<file path="config.mk">
export PLATFORM = sky130hd
export DESIGN_NAME = cprv_ram_arb_flat
export DESIGN_NICKNAME = d
export VERILOG_FILES = /design/src/rtl/cprv_ram_arb_pkg.sv /design/src/rtl/cprv_ram_arb_if.sv /design/src/rtl/cprv_ram_arb_idq.sv /design/src/rtl/cprv_ram_arb.sv /design/src/flat_wrapper.sv
export SDC_FILE = /design/constraint.sdc
export NUM_CORES = 1
export LEC_CHECK = 0
export ABC_AREA = 1
export BUFFER_PORTS_ARGS = -buffer_cell sky130_fd_sc_hd__buf_2
export CAP_MARGIN = 30
export CORE_AREA = 2 2 143 145
export DETAILED_ROUTE_END_ITERATION = 6
export DIE_AREA = 0 0 145 147
export PLACE_DENSITY = 0.42
export SYNTH_ARGS = -nofsm -noshare
export SYNTH_HDL_FRONTEND = slang
export SYNTH_SLANG_ARGS = --single-unit
</file>
<file path="constraint.sdc">
create_clock -name clk -period 2.5 [get_ports clk]
set_clock_uncertainty 0.15 [all_clocks]
set_input_delay 0.125 -clock clk [delete_from_list [all_inputs] [get_ports clk]]
set_output_delay 0.125 -clock clk [all_outputs]
set_load 0.1 [all_outputs]
</file>
<file path="src/rtl/cprv_ram_arb_pkg.sv">
// cprv_ram_arb_pkg: requester IDs shared by the RAM arbiter, its owner tracker and the bench
package cprv_ram_arb_pkg;
  typedef enum logic {REQ_IF = 1'b0, REQ_LS = 1'b1} req_id_t;
endpackage

</file>
<file path="src/rtl/cprv_ram_arb_if.sv">
// cprv_ram_arb_if: requester and RAM valid/ready channels around the RAM arbiter
interface cprv_ram_arb_if #(parameter int ADDR_WIDTH = 12, parameter int DATA_WIDTH = 64);
  logic                  if_valid_i, if_ready_o, if_valid_o, if_ready_i;
  logic [ADDR_WIDTH-1:0] if_addr;
  logic [DATA_WIDTH-1:0] if_rdata;
  logic                  ls_valid_i, ls_ready_o, ls_w_en, ls_valid_o, ls_ready_i;
  logic [ADDR_WIDTH-1:0] ls_addr;
  logic [DATA_WIDTH-1:0] ls_wdata, ls_rdata;
  logic                  ram_valid_o, ram_ready_i, ram_w_en, ram_valid_i, ram_ready_o;
  logic [ADDR_WIDTH-1:0] ram_addr;
  logic [DATA_WIDTH-1:0] ram_wdata, ram_rdata;
  modport slave (
    input  if_valid_i, if_addr, if_ready_i, ls_valid_i, ls_w_en, ls_addr, ls_wdata, ls_ready_i,
           ram_ready_i, ram_valid_i, ram_rdata,
    output if_ready_o, if_valid_o, if_rdata, ls_ready_o, ls_valid_o, ls_rdata,
           ram_valid_o, ram_w_en, ram_addr, ram_wdata, ram_ready_o
  );
  modport master (
    output if_valid_i, if_addr, if_ready_i, ls_valid_i, ls_w_en, ls_addr, ls_wdata, ls_ready_i,
           ram_ready_i, ram_valid_i, ram_rdata,
    input  if_ready_o, if_valid_o, if_rdata, ls_ready_o, ls_valid_o, ls_rdata,
           ram_valid_o, ram_w_en, ram_addr, ram_wdata, ram_ready_o
  );
endinterface

</file>
<file path="src/rtl/cprv_ram_arb_idq.sv">
// cprv_ram_arb_idq: in-order owner-ID FIFO for issued-but-unreturned RAM accesses
module cprv_ram_arb_idq
  import cprv_ram_arb_pkg::*;
#(parameter int DEPTH = 2)
(
  input  logic    clk,
  input  logic    rst,
  input  logic    push,
  input  logic    pop,
  input  req_id_t din,
  output req_id_t head,
  output logic    full,
  output logic    empty
);
  localparam int PW = DEPTH > 1 ? $clog2(DEPTH) : 1;
  localparam int CW = $clog2(DEPTH + 1);
  req_id_t       mem [DEPTH];
  logic [PW-1:0] wp, rp, wp_n, rp_n;
  logic [CW-1:0] cnt;
  logic          wr, rd;
  always_comb begin
    empty = cnt == '0;
    full = cnt == CW'(DEPTH);
    rd = pop && !empty;
    wr = push && (!full || rd);
    wp_n = wp == PW'(DEPTH - 1) ? '0 : wp + 1'b1;
    rp_n = rp == PW'(DEPTH - 1) ? '0 : rp + 1'b1;
    head = mem[rp];
  end
  always_ff @(posedge clk) begin
    if (rst) begin
      wp <= '0;
      rp <= '0;
      cnt <= '0;
    end else begin
      if (wr) mem[wp] <= din;
      if (wr) wp <= wp_n;
      if (rd) rp <= rp_n;
      cnt <= cnt + CW'(wr) - CW'(rd);
    end
  end
endmodule

</file>
<file path="src/rtl/cprv_ram_arb.sv">
// cprv_ram_arb: shares one RAM pipeline between IF and LS with in-order response steering; CPRV_RAM_ARB_RR_EN selects round-robin
module cprv_ram_arb
  import cprv_ram_arb_pkg::*;
#(
  parameter int ADDR_WIDTH = 12,
  parameter int DATA_WIDTH = 64,
  parameter int MAX_OUTST  = 2
)
(
  input logic           clk,
  input logic           rst,
  cprv_ram_arb_if.slave bus
);
  req_id_t               gnt, head;
  logic                  full, empty, ok, issue, pop;
  logic [ADDR_WIDTH-1:0] addr;
  logic [DATA_WIDTH-1:0] wdata;
`ifdef CPRV_RAM_ARB_RR_EN
  req_id_t last;
  always_ff @(posedge clk) begin
    if (rst) last <= REQ_IF;
    else if (issue) last <= gnt;
  end
  always_comb gnt = (bus.if_valid_i && bus.ls_valid_i) ? (last == REQ_LS ? REQ_IF : REQ_LS)
                                                       : (bus.ls_valid_i ? REQ_LS : REQ_IF);
`else
  always_comb gnt = bus.ls_valid_i ? REQ_LS : REQ_IF;
`endif
  always_comb begin
    ok = !rst && !full;
    bus.ram_valid_o = (bus.if_valid_i || bus.ls_valid_i) && ok;
    bus.if_ready_o = ok && bus.ram_ready_i && gnt == REQ_IF;
    bus.ls_ready_o = ok && bus.ram_ready_i && gnt == REQ_LS;
    issue = bus.ram_valid_o && bus.ram_ready_i;
    addr = gnt == REQ_LS ? bus.ls_addr : bus.if_addr;
    wdata = bus.ls_wdata;
    bus.ram_addr = addr;
    bus.ram_wdata = wdata;
    bus.ram_w_en = gnt == REQ_LS && bus.ls_w_en;
    // with nothing tracked the RAM side is always accepted, so stray responses drain away
    bus.ram_ready_o = !rst && (empty || (head == REQ_IF ? bus.if_ready_i : bus.ls_ready_i));
    bus.if_valid_o = !rst && !empty && head == REQ_IF && bus.ram_valid_i;
    bus.ls_valid_o = !rst && !empty && head == REQ_LS && bus.ram_valid_i;
    bus.if_rdata = bus.ram_rdata;
    bus.ls_rdata = bus.ram_rdata;
    pop = bus.ram_valid_i && bus.ram_ready_o && !empty;
  end
  cprv_ram_arb_idq #(.DEPTH(MAX_OUTST)) u_idq (
    .clk(clk),
    .rst(rst),
    .push(issue),
    .pop(pop),
    .din(gnt),
    .head(head),
    .full(full),
    .empty(empty)
  );
endmodule

</file>
<file path="src/flat_wrapper.sv">
// flat-port wrapper written by rule: the top's interface ports become plain ports
module cprv_ram_arb_flat import cprv_ram_arb_pkg::*;
#(
  parameter int ADDR_WIDTH = 12,
  parameter int DATA_WIDTH = 64,
  parameter int MAX_OUTST  = 2
)
  (clk, rst, bus_if_valid_i, bus_if_addr, bus_if_ready_i, bus_ls_valid_i, bus_ls_w_en, bus_ls_addr, bus_ls_wdata, bus_ls_ready_i, bus_ram_ready_i, bus_ram_valid_i, bus_ram_rdata, bus_if_ready_o, bus_if_valid_o, bus_if_rdata, bus_ls_ready_o, bus_ls_valid_o, bus_ls_rdata, bus_ram_valid_o, bus_ram_w_en, bus_ram_addr, bus_ram_wdata, bus_ram_ready_o);
  cprv_ram_arb_if #(.ADDR_WIDTH(ADDR_WIDTH), .DATA_WIDTH(DATA_WIDTH)) bus_i ();
  input logic clk;
  input logic rst;
  input wire logic [$bits(bus_i.if_valid_i)-1:0] bus_if_valid_i;
  input wire logic [$bits(bus_i.if_addr)-1:0] bus_if_addr;
  input wire logic [$bits(bus_i.if_ready_i)-1:0] bus_if_ready_i;
  input wire logic [$bits(bus_i.ls_valid_i)-1:0] bus_ls_valid_i;
  input wire logic [$bits(bus_i.ls_w_en)-1:0] bus_ls_w_en;
  input wire logic [$bits(bus_i.ls_addr)-1:0] bus_ls_addr;
  input wire logic [$bits(bus_i.ls_wdata)-1:0] bus_ls_wdata;
  input wire logic [$bits(bus_i.ls_ready_i)-1:0] bus_ls_ready_i;
  input wire logic [$bits(bus_i.ram_ready_i)-1:0] bus_ram_ready_i;
  input wire logic [$bits(bus_i.ram_valid_i)-1:0] bus_ram_valid_i;
  input wire logic [$bits(bus_i.ram_rdata)-1:0] bus_ram_rdata;
  output wire logic [$bits(bus_i.if_ready_o)-1:0] bus_if_ready_o;
  output wire logic [$bits(bus_i.if_valid_o)-1:0] bus_if_valid_o;
  output wire logic [$bits(bus_i.if_rdata)-1:0] bus_if_rdata;
  output wire logic [$bits(bus_i.ls_ready_o)-1:0] bus_ls_ready_o;
  output wire logic [$bits(bus_i.ls_valid_o)-1:0] bus_ls_valid_o;
  output wire logic [$bits(bus_i.ls_rdata)-1:0] bus_ls_rdata;
  output wire logic [$bits(bus_i.ram_valid_o)-1:0] bus_ram_valid_o;
  output wire logic [$bits(bus_i.ram_w_en)-1:0] bus_ram_w_en;
  output wire logic [$bits(bus_i.ram_addr)-1:0] bus_ram_addr;
  output wire logic [$bits(bus_i.ram_wdata)-1:0] bus_ram_wdata;
  output wire logic [$bits(bus_i.ram_ready_o)-1:0] bus_ram_ready_o;
  assign bus_i.if_valid_i = bus_if_valid_i;
  assign bus_i.if_addr = bus_if_addr;
  assign bus_i.if_ready_i = bus_if_ready_i;
  assign bus_i.ls_valid_i = bus_ls_valid_i;
  assign bus_i.ls_w_en = bus_ls_w_en;
  assign bus_i.ls_addr = bus_ls_addr;
  assign bus_i.ls_wdata = bus_ls_wdata;
  assign bus_i.ls_ready_i = bus_ls_ready_i;
  assign bus_i.ram_ready_i = bus_ram_ready_i;
  assign bus_i.ram_valid_i = bus_ram_valid_i;
  assign bus_i.ram_rdata = bus_ram_rdata;
  assign bus_if_ready_o = bus_i.if_ready_o;
  assign bus_if_valid_o = bus_i.if_valid_o;
  assign bus_if_rdata = bus_i.if_rdata;
  assign bus_ls_ready_o = bus_i.ls_ready_o;
  assign bus_ls_valid_o = bus_i.ls_valid_o;
  assign bus_ls_rdata = bus_i.ls_rdata;
  assign bus_ram_valid_o = bus_i.ram_valid_o;
  assign bus_ram_w_en = bus_i.ram_w_en;
  assign bus_ram_addr = bus_i.ram_addr;
  assign bus_ram_wdata = bus_i.ram_wdata;
  assign bus_ram_ready_o = bus_i.ram_ready_o;
  cprv_ram_arb #(.ADDR_WIDTH(ADDR_WIDTH), .DATA_WIDTH(DATA_WIDTH), .MAX_OUTST(MAX_OUTST)) u_core (.clk(clk), .rst(rst), .bus(bus_i));
endmodule
</file>
==> results by group <==
Status
  • Status: complete, no violations

Timing
  • Worst slew margin: 0.648
  • Final Max Slew Viols: 0
  • Worst Tran Pin Value: 0.531 ns
  • Fin crit share: 0.850
  • Unrepaired setup endpoints after global routing: no
  • Min Tclk post-route: 2.13 ns
  • Final TNS setup: 0 ns
  • # setup viols final: 0
  • Final hold vios: 0
  • Highest Clock Rate: 0.470 GHz

Setup path
  • Worst Path Buf+Inv: 5
  • Flop-to-flop setup slack: 0.55 ns
  • Critical Path Max Stage Delay: 0.53 ns
  • Crit-path leading delay family: buffers and inverters
  • Crit path cell chain: dlygate4sd3_1, buf_2, inv_2, nand2_2, a21oi_4, inv_2, a21oi_1, buf_2
  • Crit path DAT: 1.85 ns
  • Crit Path Category: in -> out
  • Critical path fanouts, max: 4
  • Worst EP required: 2.23 ns
  • Critical Path Start Type: input pin
  • Critical Path End Type: primary output
  • CP max stage cell: dlygate4sd3_1

Yosys
  • Syn_area_per_cell: 7.02 um2
  • Library cells used by synthesis: 20
  • Largest cells by area after synthesis: buf_4 72%, nand2_1 8.9%, dfxtp_1 4.9%
  • Synthesized flop and latch total: 7
  • Predominant post-synthesis flop cell: dfxtp_1
  • Synthesized area: 2040 um2
  • Commonest cells post-synth: 194 x buf_4, 48 x nand2_1, 11 x inv_1
  • FFs w/ async S/R, synth: 0
  • Number of flops mapped to enable cells by yosys: 2
  • Sequential share of the synthesized area: 0.0787
  • Syn Inst Count: 290
  • Top-count cell post-synth: buf_4
  • Yosys warns: 0
  • Syn nets: 453
  • Post-synth top area cell: buf_4
  • Synth top area share: 0.715

Floorplan
  • Rows: 52
  • I/O pins: 372
  • Core ar.: 19800 um2
  • Initial core utilization: 0.103
  • Die W: 145 um
  • DIE AREA: 21300 um2
  • Die height: 147 um

Clocking
  • H-tree Lvls: 1
  • Root Buffer: clkbuf_16
  • Clock tree buffer depth: 2
  • Clk_lat worst skew: 0.23 ns
  • Number of CTS-inserted buffers: 3
  • # clock sinks: 7
  • CTS tree: done
  • Postcts setup bufs: 0

Placed design
  • HPWL reported at the end of detailed placement: 4260 um
  • Port bufs: 51
  • Routability cong.: 0.642

Global routing
  • Initial antenna violation count: 1
  • Largest net degree at the start of global routing: 20
  • Global routing usage on met1: 0.0249
  • Grt total ovfl: 0
  • Global-route wire length before repair: 6660 um
  • GR Util met3: 0.0348
  • Met2 usage: 0.0705
  • Most Crowded Layer GR: met2
  • Global-route usage over all layers: 0.0435
  • Vias in the first global route: 1070

Drt
  • Vias per cell: 2.41
  • Remaining routing DRC violations: 0
  • Wire per inst: 11.6 um
  • Drt pass-1 iters: 3
  • Drt total wl: 4900 um
  • DR iter-0 viols: 28
  • Via count: 1014
  • Antenna Nets Post-Route: 0

Finish
  • Layout cells sized above 1: 0.430
  • Layout area overhead: -38.3%
  • Final #Nets: 315
  • ANT cells: 0

Pwr
  • Worst VDD drop: 0.154 mV
  • Final total power: 0.000685 W
  • Pwr dens: 545 nW/um2
  • Static leakage: 0.588 nW

Flow run
  • Max-Cap Viols: 0

Min path
  • Hold WC Path Type: in -> out
## kinds of logic (layout without fill, tap and decap cells)
| family | count (synthesis) | after routing | synth area share |
|---|---|---|---|
| flops | 7 | 7 | 0.0787 |
| compound gates | 10 | 10 | 0.0443 |
| simple gates | 59 | 59 | 0.113 |
| fa+ha+maj | 2 | 2 | 0.0123 |
| buf+inv | 211 | 72 | 0.747 |
| xor+xnor | 1 | 1 | 0.00430 |
## power by group
group	internal, W	switching [W]	leakage (nW)	total [W]
combinational	0.0000547	0.000221	0.491	0.000275
sequential	0.000125	0.00000654	0.0591	0.000132
clock	0.000213	0.0000646	0.0382	0.000277
total	0.000393	0.000292	0.588	0.000685
## path summary, 6_finish.rpt
path                                           from  cells past startpoint                  end
worst max register to register  u_core.u_idq.cnt[0]                      9  u_core.u_idq.cnt[1]
worst max-delay path                            rst                      8       bus_ls_valid_o
worst min register to register      u_core.u_idq.wp                      1      u_core.u_idq.wp
worst min-delay path               bus_ls_wdata[21]                      0    bus_ram_wdata[21]
## area by class of cell
class                           count  area (um2)
Tap cell                          270         338
Clock buffer                        4        78.8
Sequential cell                     7         160
Inverter                           16        60.1
Multi-Input combinational cell     72         354
Fill cell                        2350       18600
Timing Repair Buffer               52         265
## repair_timing
action	in CTS	in global routing
endpoints found under the hold margin	1	0
resized for setup	0	0
endpoints found under the setup margin	0	0
hold buffers	1	0
## per-layer routing
metal  vias up  share of wire  routed length, um
met5         -         0.0027                 13
met4         2           0.12                608
met3        81           0.21               1020
met2       178           0.44               2170
met1       353           0.22               1090
li1        400              -                  -
## worst register-to-register path: stages (launching register included)
cell and delay (ns):
dfxtp_1 0.37, inv_2 0.07, a21oi_2 0.24, o211ai_4 0.15
ha_1 0.30, inv_1 0.04, ha_1 0.18, xnor2_1 0.13
o21ai_0 0.14, a21oi_1 0.05
## stage by stage
step           area, um2  hold WS [ns]  setup slack (ns)    util  std cells
2_1_floorplan       2040        0.0462             0.154       -        290
3_3_place_gp        1170         0.101             0.610  0.0588        416
3_5_place_dp        1170         0.101             0.553  0.0588        416
4_1_cts             1260         0.101             0.285  0.0633        421
5_1_grt             1260         0.100             0.245  0.0633        421
6_report            1260         0.100             0.375  0.0633        421
## layout by cell type (no fill, tap or decap), types with 2 or more instances in the layout
cell type  instances
a21oi_1            3
buf_2             51
inv_1             11
ha_1               2
clkbuf_16          3
nor2_1             6
nand2_2            2
nand2_1           48
inv_2              5
edfxtp_1           2
nand3_1            3
dfxtp_1            5
No activity file was read; power rests on OpenSTA's default activity.
